## src/rtl/mmio_console.sv

```systemverilog
// Memory-mapped console and simulation-exit peripheral: TX FIFO drained over valid/ready, sticky halt.
// Optional MMIO_CONSOLE_DISPLAY_EN echoes characters and the exit code from simulation.
module mmio_console #(
  parameter logic [31:0] BASE_ADDR  = 32'h1000_0000,
  parameter int          FIFO_DEPTH = 8,
  parameter int          GAP_CYCLES = 4
) (
  input  logic        clk,
  input  logic        rst_n,
  input  logic [31:0] data_addr,
  input  logic [31:0] data_wdata,
  input  logic [3:0]  data_wmask,
  input  logic        data_wen,
  output logic [31:0] rdata,
  output logic        sel,
  output logic        tx_valid,
  output logic [7:0]  tx_data,
  input  logic        tx_ready,
  output logic        halt,
  output logic [31:0] exit_code
);

  localparam int PW = $clog2(FIFO_DEPTH);
  localparam int CW = PW + 1;
  localparam int GW = $clog2(GAP_CYCLES + 2);

  typedef enum logic [1:0] {IDLE, SEND, GAP} state_t;

  state_t        state_q, state_d;
  logic [GW-1:0] gap_cnt_q, gap_cnt_d;
  logic [PW-1:0] wr_ptr_q, wr_ptr_d;
  logic [PW-1:0] rd_ptr_q, rd_ptr_d;
  logic [CW-1:0] count_q, count_d;
  logic          overflow_q, overflow_d;
  logic          halt_q, halt_d;
  logic [31:0]   exit_code_q, exit_code_d;
  logic [7:0]    mem_q [FIFO_DEPTH];

  logic [1:0] offset;
  logic       wr_en, push_req, push_ok, pop, full, empty, exit_wr;
  logic       unused_addr_bits;

  assign unused_addr_bits = ^data_addr[1:0];

  assign offset   = data_addr[3:2];
  assign sel      = (data_addr[31:4] == BASE_ADDR[31:4]);
  assign wr_en    = data_wen && sel;
  assign full     = (count_q == CW'(FIFO_DEPTH));
  assign empty    = (count_q == '0);
  assign pop      = (state_q == SEND) && tx_ready;
  assign push_req = wr_en && (offset == 2'd0) && data_wmask[0];
  // A full FIFO still takes a push when the head leaves on the same edge.
  assign push_ok  = push_req && (!full || pop);
  assign exit_wr  = wr_en && (offset == 2'd2) && (data_wmask != 4'b0000);

  assign tx_valid  = (state_q == SEND);
  assign tx_data   = empty ? 8'h00 : mem_q[rd_ptr_q];
  assign halt      = halt_q;
  assign exit_code = exit_code_q;

  always_comb begin
    wr_ptr_d    = push_ok ? wr_ptr_q + 1'b1 : wr_ptr_q;
    rd_ptr_d    = pop ? rd_ptr_q + 1'b1 : rd_ptr_q;
    count_d     = count_q;
    if (push_ok && !pop)
      count_d = count_q + 1'b1;
    else if (!push_ok && pop)
      count_d = count_q - 1'b1;
    overflow_d  = overflow_q | (push_req && full && !pop);
    halt_d      = halt_q;
    exit_code_d = exit_code_q;
    if (exit_wr && !halt_q) begin
      halt_d      = 1'b1;
      exit_code_d = data_wdata;
    end
  end

  always_comb begin
    state_d   = state_q;
    gap_cnt_d = gap_cnt_q;
    case (state_q)
      IDLE: if (!empty) state_d = SEND;
      SEND: begin
        if (tx_ready) begin
          if (GAP_CYCLES == 0) begin
            state_d = IDLE;
          end else begin
            state_d   = GAP;
            gap_cnt_d = GW'(1);
          end
        end
      end
      GAP: begin
        if (gap_cnt_q >= GW'(GAP_CYCLES))
          state_d = IDLE;
        else
          gap_cnt_d = gap_cnt_q + 1'b1;
      end
      default: state_d = IDLE;
    endcase
  end

  always_ff @(posedge clk or negedge rst_n) begin
    if (!rst_n) begin
      state_q     <= IDLE;
      gap_cnt_q   <= '0;
      wr_ptr_q    <= '0;
      rd_ptr_q    <= '0;
      count_q     <= '0;
      overflow_q  <= 1'b0;
      halt_q      <= 1'b0;
      exit_code_q <= '0;
    end else begin
      state_q     <= state_d;
      gap_cnt_q   <= gap_cnt_d;
      wr_ptr_q    <= wr_ptr_d;
      rd_ptr_q    <= rd_ptr_d;
      count_q     <= count_d;
      overflow_q  <= overflow_d;
      halt_q      <= halt_d;
      exit_code_q <= exit_code_d;
    end
  end

  // Storage needs no reset: the head is masked to zero whenever the FIFO is empty.
  always_ff @(posedge clk) begin
    if (push_ok)
      mem_q[wr_ptr_q] <= data_wdata[7:0];
  end

  always_comb begin
    rdata = 32'h0;
    if (sel) begin
      case (offset)
        2'd1:    rdata = {16'h0, 8'(count_q), 5'h0, overflow_q, empty, full};
        2'd2:    rdata = exit_code_q;
        default: rdata = 32'h0;
      endcase
    end
  end

`ifdef MMIO_CONSOLE_DISPLAY_EN
  always @(posedge clk) begin
    if (rst_n && tx_valid && tx_ready)
      $write("%c", tx_data);
    if (rst_n && halt_d && !halt_q)
      $display("EXIT code=%0d", exit_code_d);
  end
`else
  // Synthesis builds carry no simulation output.
`endif

endmodule

```

## config.mk

```make
export PLATFORM = sky130hd
export DESIGN_NAME = mmio_console
export DESIGN_NICKNAME = d
export VERILOG_FILES = /design/src/rtl/mmio_console.sv
export SDC_FILE = /design/constraint.sdc
export NUM_CORES = 1
export LEC_CHECK = 0
export ABC_AREA = 0
export BUFFER_PORTS_ARGS = -buffer_cell sky130_fd_sc_hd__buf_2
export CAP_MARGIN = 20
export CELL_PAD_IN_SITES_DETAIL_PLACEMENT = 1
export CELL_PAD_IN_SITES_GLOBAL_PLACEMENT = 2
export CORE_MARGIN = 2
export CORE_UTILIZATION = 36
export DETAILED_ROUTE_END_ITERATION = 16
export GPL_TIMING_DRIVEN = 0
export PLACE_DENSITY = 0.81
export SLEW_MARGIN = 20
export SYNTH_ARGS = -nofsm -noshare
export SYNTH_HDL_FRONTEND = slang
export SYNTH_SLANG_ARGS = --single-unit
```

## constraint.sdc

```tcl
create_clock -name clk -period 2.95 [get_ports clk]
set_input_delay 0.1475 -clock clk [delete_from_list [all_inputs] [get_ports clk]]
set_output_delay 0.1475 -clock clk [all_outputs]
set_load 0.02 [all_outputs]
```

# Word level (Yosys, flattened, before mapping)
# Memory sizes are Yosys's and may differ from the RTL's.
# Index checks and enable logic that the tools add are counted.
[word_totals]
out_inout_bits = 75
ramBits = 64
inputBits = 72
elab_cells = 65
n_memories = 1
ff_bits = 49
[classes]
bitwise = 1
n_reduce_logical = 25
n_addsub = 5
order_cmp = 1
eq_ne = 10
muxes = 14
[memory_table]
columns = ["memory", "depth", "word_bits", "rd", "rd_clocked_by_memory_dff", "write_ports", "line", "rtl"]
rows = [
  ["mem_q", 8, 8, 1, 0, 1, "37", "logic [7:0] mem_q [FIFO_DEPTH];"],
]
[op_table]
columns = ["operator", "count"]
rows = [
  ["one-hot mux 32 bit (2 select lines)", 1],
  ["2-to-1 mux 32 bit", 1],
  ["equality test 28 x 25 -> 1 bit, second input constant", 1],
  ["logical AND 1 bit", 12],
  ["adder 3 x 1 -> 3 bit, second input constant", 3],
  ["2-to-1 mux 4 bit", 2],
  ["2-to-1 mux 8 bit", 1],
  ["2-to-1 mux 2 bit", 3],
  ["2-to-1 mux 3 bit", 2],
  ["inequality test 2 bit, second input constant", 3],
  ["one-hot mux 2 bit (3 select lines)", 1],
  ["one-hot mux 3 bit (2 select lines)", 1],
  ["AND reduction 3 bit", 2],
  ["adder 4 x 1 -> 4 bit, second input constant", 1],
  ["equality test 2 x 1 -> 1 bit, second input constant", 2],
  ["equality test 2 bit, second input constant", 2],
  ["equality test 4 bit, second input constant", 1],
  ["zero test 1 bit", 4],
  ["zero test 2 bit", 2],
  ["zero test 4 bit", 1],
  ["nonzero test 2 bit", 2],
  ["nonzero test 4 bit", 1],
  ["subtractor 4 x 1 -> 4 bit, second input constant", 1],
  ["greater-or-equal comparator 3 bit, second input constant", 1],
  ["4 further kinds", 5],
]

# Depth between registers and ports, before layout
# Gate-level depths: netlist of the first run.
[logic_depth]
word_depth = 9
ltp_mapped = 12
depth_no_buf = 11

# Worst setup path before layout of the first run
# OpenSTA, ideal clock, no wires.
[synth_timing]
kind = "register -> register"
start = "reg state_q[1]"
end = "mem mem_q[2][0] (enable)"
setup_time_ps = 395
t_arrival_ps = 2216
stages_incl_launch_ff = 6
path_slack_ps = 339
cell_sequence = "dfrtp_1 -> nand3b_1 -> and3_1 -> nor4b_2 -> buf_2 -> nor4bb_1"
[synth_between]
elab_chain_cells = 6
[synth_rtl]
columns = ["item", "line", "rtl"]
rows = [
  ["from (decl)", "29", "state_t state_q, state_d;"],
  ["from (signal assigned)", "114", "state_q <= state_d;"],
  ["equality test 2 x 1 -> 1 bit", "50", "assign pop = (state_q == SEND) && tx_ready;"],
  ["logical AND 1 bit", "50", ""],
  ["logical OR 1 bit", "53", "assign push_ok = push_req && (!full || pop);"],
  ["logical AND 1 bit", "53", ""],
  ["named net push_ok", "40", "logic wr_en, push_req, push_ok, pop, full, empty, exit_wr;"],
  ["2-to-1 mux 1 bit", "127", "if (push_ok)"],
  ["2-to-1 mux 1 bit (not written as such)", "128", "mem_q[wr_ptr_q] <= data_wdata[7:0];"],
  ["to (decl)", "37", ""],
]
# The timed path passes the listed nets, and every way through them passes these cells.

# Final worst setup path of the first run
[layout_timing]
start = "reg rd_ptr_q[1]"
end = "out tx_data[7]"
[layout_between]
elab_chain_cells = 2
[layout_rtl]
columns = ["item", "line", "rtl"]
rows = [
  ["from (decl)", "32", "logic [PW-1:0] rd_ptr_q, rd_ptr_d;"],
  ["from (signal assigned)", "117", "rd_ptr_q <= rd_ptr_d;"],
  ["memory (8 x 8 bit)", "n/a", ""],
  ["2-to-1 mux 8 bit", "57", "assign tx_data = empty ? 8'h00 : mem_q[rd_ptr_q];"],
  ["to (decl)", "17", "output logic [7:0] tx_data,"],
]
# Every way passes these cells.

==> results of run 1 <==
-- worst reg2reg max path: stages, from the launching register on --
cell	delay (ns)
dfrtp_1	0.42
nand3b_1	0.24
and3_4	0.25
nor4b_4	0.25
buf_4	0.18
ha_1	0.16
inv_1	0.10
ha_1	0.29
a21o_1	0.18
a21oi_1	0.18
mux2i_1	0.24
xnor2_1	0.15
-- registers in the layout, indices dropped and copies added, names as in the netlist --
| register | count |
|---|---|
| count_q | 4 |
| halt | 1 |
| exit_code | 32 |
| gap_cnt_q | 3 |
| state_q | 2 |
| wr_ptr_q | 3 |
| mem_q | 64 |
| rd_ptr_q | 3 |
| overflow_q | 1 |
-- cells in the mapped netlist, types with 3 or more instances --
cell / n
mux4_2: 16
dfrtp_1: 49
edfxtp_1: 64
nand2_1: 6
xnor2_1: 5
a22oi_1: 6
clkbuf_1: 6
nor2_1: 20
ha_1: 9
and4b_1: 3
nor2b_1: 3
and3_1: 3
nor4_1: 4
a21oi_1: 3
mux2_4: 29
inv_1: 5
and2_1: 25
mux2i_1: 10
buf_2: 3
mux2_2: 6
nor4_2: 4
buf_6: 3
nand2b_1: 3
-- metal layers --
| metal | vias up | wire (um) |
|---|---|---|
| met5 | - | 0 |
| met4 | 0 | 501 |
| met2 | 81 | 7283 |
| met1 | 1719 | 5400 |
| li1 | 1573 | - |
| met3 | 36 | 442 |
-- cell type report --
cell class,count,share of cell area (%)
sequential,113,45.40
multi-input combinational,182,27.39
timing repair buffer,174,14.62
clock buffer,18,6.189
tap,180,3.248
clock inverter,14,1.768
buffer,13,1.119
inverter,5,0.2707
-- power by group through the flow --
stage / logic [mW] / registers, mW / clock network (mW)
after detailed placement: 0.563 / 1.76 / 0
after global routing: 0.648 / 1.74 / 2.02
after floorplan: 0.336 / 1.75 / 0
after CTS: 0.596 / 1.74 / 1.95
after global placement: 0.527 / 1.76 / 0
final: 0.589 / 1.74 / 1.93
-- worst min-delay path by stage --
stage	endpoint	cells past startpoint	slack (ns)	start
6_report	mem_q[3][4]	1	0.02	data_wdata[4]
5_1_grt	mem_q[3][4]	1	0.02	data_wdata[4]
4_1_cts	mem_q[2][4]	1	0.01	data_wdata[4]
3_5_place_dp	exit_code[30]	1	0.24	rst_n
3_3_place_gp	state_q[0]	2	0.38	tx_ready
2_1_floorplan	count_q[0]	0	-0.15	rst_n
-- metrics by stage --
stage	utilization [%]	hold WS (ns)
after global placement	43.55	0.3750
final	49.95	0.02394
after floorplan	-	-0.1481
after CTS	49.64	0.01235
after detailed placement	43.74	0.2359
after global routing	49.95	0.02184
-- kinds of logic (layout without fill, tap and decap cells) --
family / Yosys count / in the layout / synth area share, %
DFF: 113 / 113 / 61.74
and+or+nand+nor: 87 / 87 / 11.44
muxes: 61 / 61 / 18.90
buffers and inverters: 18 / 224 / 1.840
AOI/OAI and AO/OA: 17 / 17 / 2.282
adders and majority gates: 10 / 10 / 2.601
xor gates and xnor gates: 7 / 7 / 1.202
-- what timing repair did --
action | in CTS | in global routing
hold buffers | 26 | 0
buffers inserted | 1 | 3
resized for setup | 0 | 6
hold endpoints to repair | 74 | 0
cloned | 0 | 0
endpoints found under the setup margin | 1 | 1
==> results_dict.tcl, run 1 <==
set metrics [dict create \
    synth-edff-count 64 \
    route.detailed.drc 0 \
    p_int_mw 3.180 \
    place_hpwl_mm 9.224 \
    critPathBufInv 3 \
    rsz0062_at_grt "false" \
    netlist.area_leader.share_pct 37.69 \
    yosys.area.top_type "edfxtp_1" \
    syn_inst 313 \
    worstPathMaxFanout 10 \
    coreArea_mm2 0.01388 \
    regToRegSetupSlack_ns 0.24 \
    routed_wl_mm 13.63 \
    final_cells 699 \
    pre_cts_ws_ns -0.05569 \
    p_total_mw 4.257 \
    cp.arrival_ns 2.59 \
    swShare_pct 25.31 \
    ys_async_sr_fraction_pct 43.36 \
    combPwrFrac_pct 13.8 \
    fillCellCount 1426 \
    hold_viol 0 \
    clock_latency_ns 0.42 \
    worstRegToRegCells 11 \
    finalNetCount 588 \
    use_met2_pct 32.46 \
    syn_area_mm2 0.005099 \
    p_seq_share_pct 40.8 \
    reg2reg_from "state_q[1]" \
    multi_input_area_mm2 0.001899 \
    worst_setup_path_start_kind "flop" \
    avgViaCountPerCell 4.877 \
    maxSlewViolCount 0 \
    ys_ff_latch 113 \
    drive_gt1_share_pct 47.59 \
    layout_commonest_cell "buf_2" \
    use_met3_pct 4.382 \
    overflow 0 \
    max_freq_mhz 365.7 \
    syn_nets 395 \
    cp_num_cells 6 \
    postRouteAntennaNets 0 \
    p_leak_nw 3.092 \
    gr-usage-met1_pct 22.07 \
    max-slew-margin-rel_pct 47.14 \
    finalSetupViolCount 0 \
    grt_max_degree 50 \
    dp_cells 637 \
    avgSynthCellArea_um2 16.29 \
    ys_seq_area_share_pct 61.74 \
    setup.worst_path.end_class "primary output" \
    placed_area_mm2 0.006071 \
    htreeDepth 4 \
    wire_per_inst_um 19.50 \
    worst-slew-pin-transition_ns 0.7871 \
    detail_route.iter0.violations 185 \
    via_count 3409 \
    crit_family "buffers and inverters" \
    switchingPower_mw 1.077 \
    design_area_mm2 0.006934 \
    fin_ws_ns 0.2154 \
    slowest_delay_ns 0.55 \
    ioPinCount 147 \
    layout_common_cells "145 x buf_2, 64 x edfxtp_1, 49 x dfrtp_1" \
    cts_tree "done" \
    min_path_type "in -> reg" \
    root_buffer "clkbuf_16" \
    fin_setup_tns_ns 0 \
    cts_num_sinks 113 \
    drv_cap 0 \
    yosysWarnings 0 \
    die_y_um 123.0 \
    start_util_pct 36.73 \
    path_clk_slew_ns 0.05 \
    busiest_layer "met2" \
    drt_first_pass_iters 4 \
    power.density_mw_per_mm2 614.0 \
    seqCellArea_mm2 0.003148 \
    grtUsageTotal_pct 18.97 \
    status "completed" \
    fin_crit_ns 2.735 \
    slowest_stage "buf_1" \
    cts_buffers 17 \
    area_growth_pct 36.00 \
    rows 43 \
    port_buffers 144 \
    grt_pass1_vias 3846 \
    cts_max_path_buffers 2 \
    antenna_cells 0 \
    worst_r2r_endpoint "count_q[3]" \
    fin_skew_ns 0.007004 \
    path_cells "clkbuf_1 > buf_1 > mux4_2 > mux2i_1 > nor2_1 > buf_2" \
    crit_type "reg -> out" \
    yosysUniqueCellTypes 45 \
    antenna_found_initial 0 \
    grt_pass1_wl_mm 20.68 \
    peakVddDrop_mv 0.4559 \
    endpoint "tx_data[7]" \
    cp.required_ns 2.80 \
    ys.flop_type "edfxtp_1" \
    dieArea_mm2 0.01513 \
    synthTopCellsByArea "edfxtp_1 38%, dfrtp_1 24%, mux2_4 8.5%" \
    die_w_um 123.0 \
    cp-startpoint "rd_ptr_q[1]" \
    period_share_pct 92.70 \
    p_clk_share_pct 45.3 \
    place_congestion 0.7232 \
]
Power figures use the tool's default switching activity.
==> inputs of run 2 (changes only) <==
--- a/config.mk
+++ b/config.mk
@@ -6,8 +6,7 @@
 export NUM_CORES = 1
 export LEC_CHECK = 0
 export ABC_AREA = 0
-export BUFFER_PORTS_ARGS = -buffer_cell sky130_fd_sc_hd__buf_2
-export CAP_MARGIN = 20
+export BUFFER_PORTS_ARGS = -buffer_cell sky130_fd_sc_hd__clkbuf_2
 export CELL_PAD_IN_SITES_DETAIL_PLACEMENT = 1
 export CELL_PAD_IN_SITES_GLOBAL_PLACEMENT = 2
 export CORE_MARGIN = 2
@@ -15,6 +14,7 @@
 export DETAILED_ROUTE_END_ITERATION = 16
 export GPL_TIMING_DRIVEN = 0
 export PLACE_DENSITY = 0.81
+export RECOVER_POWER = 100
 export SLEW_MARGIN = 20
 export SYNTH_ARGS = -nofsm -noshare
 export SYNTH_HDL_FRONTEND = slang
==> run 2 against run 1 <==
Net effect:
- the run now ends with max-capacitance violations, max-slew violations left
- hold slack gained 0.089 ns
- fmax up 1.6%
- largest cell class unchanged
- wire length shrank 1.8%
- critical endpoint unchanged
- global-route usage fell by 0.40 points
- critical path type unchanged
- largest power group unchanged
- critical path depth did not move
==> results_dict.tcl, run 2 (synthesis gave the netlist of run 1 again) <==
set metrics [dict create \
    detail_route.iter0.violations 228 \
    max_freq_mhz 371.5 \
    status "complete, but fails checks" \
    drt_first_pass_iters 6 \
    die_y_um 123.0 \
    path_cells "clkbuf_2 > buf_2 > mux4_2 > mux2i_1 > nor2_1 > clkbuf_1" \
    cts_tree "done" \
    cp-startpoint "rd_ptr_q[0]" \
    worst-slew-pin-transition_ns 1.520 \
    clock_latency_ns 0.42 \
    cp.arrival_ns 2.54 \
    place_hpwl_mm 9.175 \
    route.detailed.drc 0 \
    min_to "mem_q[1][4]" \
    peakVddDrop_mv 0.4661 \
    dp_cells 637 \
    p_leak_nw 2.793 \
    drv_cap 1 \
    largest_reg_flops 64 \
    cts_num_sinks 113 \
    p_total_mw 4.161 \
    min_path_type "in -> reg" \
    routed_wl_mm 13.39 \
    htreeDepth 4 \
    fin_setup_tns_ns 0 \
    die_w_um 123.0 \
    fin_crit_ns 2.692 \
    grt_pass1_wl_mm 20.32 \
    via_count 3432 \
    slowest_stage "mux4_2" \
    fin_skew_ns 0.008462 \
    rows 43 \
    worstHoldStart "data_wdata[4]" \
    ioPinCount 147 \
    coreArea_mm2 0.01388 \
    grtUsageTotal_pct 18.57 \
    final_util_pct 48.28 \
    start_util_pct 36.73 \
    root_buffer "clkbuf_16" \
    path_clk_slew_ns 0.05 \
    failed_checks "max-capacitance violations, max-slew violations" \
    slowest_delay_ns 0.56 \
    max-slew-margin-rel_pct -2.276 \
    power.density_mw_per_mm2 620.9 \
    grt_pass1_vias 3801 \
    top_register "mem_q" \
    fillCellCount 1480 \
    rsz0062_at_grt "false" \
    antenna_cells 0 \
    cts_buffers 17 \
    final_cells 697 \
    antenna_found_initial 0 \
    hold_viol 0 \
    worstRegToRegCells 11 \
    area_growth_pct 31.44 \
    regToRegSetupSlack_ns 0.28 \
    dieArea_mm2 0.01513 \
    worst_setup_path_start_kind "flop" \
    cts_max_path_buffers 2 \
    finalSetupViolCount 0 \
    finalNetCount 587 \
    postRouteAntennaNets 0 \
    setup.worst_path.end_class "primary output" \
    crit_type "reg -> out" \
    worst_r2r_endpoint "count_q[3]" \
    maxSlewViolCount 7 \
    worstHoldPathCells 1 \
    layout_commonest_cell "clkbuf_2" \
    grt_max_degree 50 \
    pre_cts_ws_ns -0.09132 \
    worstPathMaxFanout 10 \
    avgViaCountPerCell 4.924 \
    overflow 0 \
    wire_per_inst_um 19.21 \
    fin_ws_ns 0.2584 \
    drive_gt1_share_pct 28.82 \
    cp.required_ns 2.80 \
    period_share_pct 91.24 \
    reg2reg_from "state_q[1]" \
    place_congestion 0.7188 \
    layout_common_cells "83 x clkbuf_2, 73 x clkbuf_1, 64 x edfxtp_1" \
    port_buffers 144 \
]
run 2: changes by cell type in the layout (fill, tap and decap cells not counted), sizes merged:
cell / change
buf: -149
clkbuf: +150
clkinv: -1
clkinvlp: -2
run 2: worst max-delay path: cells and delay by family (launching register included):
family                 cells  cell delay (ns)
flip-flops                 1             0.35
multiplexers               2             0.74
AND/OR/NAND/NOR            1             0.07
buffers and inverters      3             0.96
run 2: what timing repair did:
item                                    CTS  global route
resized for setup                         0             7
pin swaps                                 0             1
hold buffers                             26             0
endpoints found under the setup margin    1             3
endpoints found under the hold margin    74             0
buffers inserted                          1             2
run 2: power breakdown:
group	total, mW	switching (mW)	internal, mW
sequential	1.73	0.0344	1.70
combinational	0.556	0.319	0.238
clock	1.87	0.663	1.21
run 2: cell type report:
| cell class | count | area, um^2 | area share (%) |
|---|---|---|---|
| multi-input cells | 182 | 1773 | 26.46 |
| plain buffers | 13 | 82.58 | 1.232 |
| repair buffers | 173 | 920.9 | 13.74 |
| clock buffers | 20 | 436.7 | 6.516 |
| inverters | 5 | 18.77 | 0.2801 |
| well taps | 180 | 225.2 | 3.361 |
| flip-flops and latches | 113 | 3148 | 46.98 |
| clock inverters | 11 | 96.34 | 1.438 |
run 2: how the worst max path moves through the flow:
stage               cells after the start          end  slack, ns
floorplan                               5  mem_q[2][0]       0.34
detailed placement                     11   count_q[3]      -0.09
global route                           11   count_q[3]       0.02
CTS                                     6   tx_data[7]       0.07
global placement                        5  mem_q[2][3]      -0.62
finish                                  6   tx_data[7]       0.26
run 2: per-stage QoR:
step           hold slack [ns]  area (um^2)
4_1_cts                0.02158         6872
3_5_place_dp            0.2764         6071
2_1_floorplan          -0.1481         5099
5_1_grt                 0.1296         6701
6_report                0.1126         6701
3_3_place_gp            0.3799         6045
run 2: per-layer routing:
layer	vias up	global-route usage, %	wire length [um]
li1	1573	-	-
met1	1742	22.14	5341
met2	96	32.08	7194
met3	21	4.705	526
met4	0	7.599	324
met5	-	0	0
==> inputs of run 3 (changes only) <==
==> constraint.sdc (replaced) <==
create_clock -name clk -period 2.95 [get_ports clk]
set_input_delay 0.1475 -clock clk [delete_from_list [all_inputs] [get_ports clk]]
set_output_delay 0.1475 -clock clk [all_outputs]
set_load 0.01 [all_outputs]
==> run 3 against run 2 <==
Net effect:
- the flow still finishes with violations (max-capacitance violations, max-slew violations)
- global-route usage stayed put
- clock skew is 0.00098 ns higher
- utilization is 0.072 points higher
==> results_dict.tcl, run 3 (synthesis gave the netlist of run 1 again) <==
set metrics [dict create \
    grt_max_degree 50 \
    rsz0062_at_grt "false" \
    failed_checks "max-capacitance violations, max-slew violations" \
    final_cells 697 \
    swShare_pct 23.73 \
    cp.required_ns 2.80 \
    finalNetCount 587 \
    cp_common_cell "clkbuf_1" \
    cts_tree "done" \
    die_w_um 123.0 \
    hold_viol 0 \
    drt_first_pass_iters 4 \
    avgViaCountPerCell 4.920 \
    via_count 3429 \
    slowest_delay_ns 0.57 \
    combPwrFrac_pct 12.8 \
    detail_route.iter0.violations 201 \
    postRouteAntennaNets 0 \
    worstHoldPathCells 1 \
    grt_pass1_wl_mm 20.32 \
    root_buffer "clkbuf_16" \
    crit_type "reg -> out" \
    finalSetupViolCount 0 \
    wire_per_inst_um 19.20 \
    worst_r2r_endpoint "count_q[3]" \
    path_clk_slew_ns 0.05 \
    max_freq_mhz 362.2 \
    period_share_pct 93.59 \
    top_register "mem_q" \
    p_leak_nw 2.803 \
    route.detailed.drc 0 \
    reg2reg_from "state_q[1]" \
    switchingPower_mw 0.9819 \
    cts_max_path_buffers 2 \
    fin_crit_ns 2.761 \
    cts_buffers 17 \
    min_to "mem_q[6][4]" \
    worstRegToRegCells 11 \
    place_congestion 0.7188 \
    port_buffers 144 \
    fin_skew_ns 0.009443 \
    grt_pass1_vias 3801 \
    p_clk_share_pct 45.2 \
    p_int_mw 3.156 \
    maxSlewViolCount 7 \
    layout_common_cells "83 x clkbuf_2, 72 x clkbuf_1, 64 x edfxtp_1" \
    max-slew-margin-rel_pct -1.947 \
    p_total_mw 4.138 \
    pre_cts_ws_ns -0.09132 \
    layout_commonest_cell "clkbuf_2" \
    worstHoldStart "data_wdata[4]" \
    setup.worst_path.end_class "primary output" \
    worst-slew-pin-transition_ns 1.515 \
    overflow 0 \
    start_util_pct 36.73 \
    regToRegSetupSlack_ns 0.28 \
    die_y_um 123.0 \
    routed_wl_mm 13.39 \
    worstPathMaxFanout 10 \
    clock_latency_ns 0.42 \
    htreeDepth 4 \
    dieArea_mm2 0.01513 \
    area_growth_pct 31.63 \
    power.density_mw_per_mm2 616.6 \
    place_hpwl_mm 9.175 \
    peakVddDrop_mv 0.4660 \
    antenna_cells 0 \
    antenna_found_initial 0 \
    path_cells "clkbuf_1 > clkbuf_1 > mux4_2 > mux2i_1 > nor2_1 > clkbuf_2" \
    p_seq_share_pct 42.0 \
    grtUsageTotal_pct 18.57 \
    cts_num_sinks 113 \
    drive_gt1_share_pct 29.01 \
    status "complete, but fails checks" \
    drv_cap 1 \
    largest_reg_flops 64 \
    hold_slack_ns 0.1149 \
    slowest_stage "clkbuf_1" \
    worst_setup_path_start_kind "flop" \
    min_path_type "in -> reg" \
    coreArea_mm2 0.01388 \
    cp.arrival_ns 2.61 \
    rows 43 \
    fin_ws_ns 0.1890 \
    dp_cells 637 \
    ioPinCount 147 \
]
==> run 3: cell count changes in the layout (fill, tap and decap cells not counted), sizes merged <==
cell	delta
buf	+1
clkbuf	-1
==> run 3: stage by stage <==
step	area (um^2)	utilization, %	TNS, ns
after global placement	6045	43.55	-4.991
final	6711	48.35	0
after global routing	6711	48.35	0
after floorplan	5099	-	0
after CTS	6872	49.50	0
after detailed placement	6071	43.74	-0.09132
==> run 3: worst max-delay path, delay by kind of cell, from the launching register on <==
kind / cells / cell delay (ns)
multiplexers: 2 / 0.60
flip-flops: 1 / 0.35
AND/OR/NAND/NOR: 1 / 0.07
buffers and inverters: 3 / 1.18
==> run 3: repair_timing <==
item	CTS	global route
pin swaps	0	1
endpoints found under the hold margin	74	0
hold buffers	26	0
setup buffers	1	2
resized for setup	0	6
endpoints found under the setup margin	1	1
==> run 3: metal layers <==
| layer | vias to the layer above | GRT usage, % | wire length, um |
|---|---|---|---|
| met5 | - | 0 | 0 |
| met4 | 0 | 7.599 | 330 |
| met3 | 24 | 4.705 | 562 |
| met2 | 95 | 32.08 | 7209 |
| met1 | 1738 | 22.14 | 5284 |
| li1 | 1572 | - | - |
==> run 3: worst max path at each step <==
| stage | startpoint | to | slack, ns | depth (start not counted) |
|---|---|---|---|---|
| final | rd_ptr_q[1] | tx_data[7] | 0.19 | 6 |
| after global placement | state_q[1] | mem_q[2][3] | -0.62 | 5 |
| after floorplan | state_q[1] | mem_q[2][0] | 0.34 | 5 |
| after detailed placement | state_q[1] | count_q[3] | -0.09 | 11 |
| after global routing | rd_ptr_q[1] | tx_data[7] | 0.008 | 6 |
| after CTS | state_q[1] | count_q[3] | 0.09 | 11 |
==> run 3: area by class of cell <==
type,instances,area [um^2]
plain buffers,13,81.33
clock buffers,20,436.7
clock inverters,11,96.34
fillers,1478,7169
inverters,5,18.77
multi-input cells,182,1782
flip-flops and latches,113,3148
well taps,180,225.2
repair buffers,173,923.4
==> run 3: power groups by stage <==
stage / clock network (mW) / logic [mW] / registers (mW)
finish: 1.87 / 0.528 / 1.74
CTS: 1.90 / 0.547 / 1.74
floorplan: 0 / 0.295 / 1.75
detailed placement: 0 / 0.517 / 1.77
global route: 1.97 / 0.592 / 1.74
global placement: 0 / 0.488 / 1.76
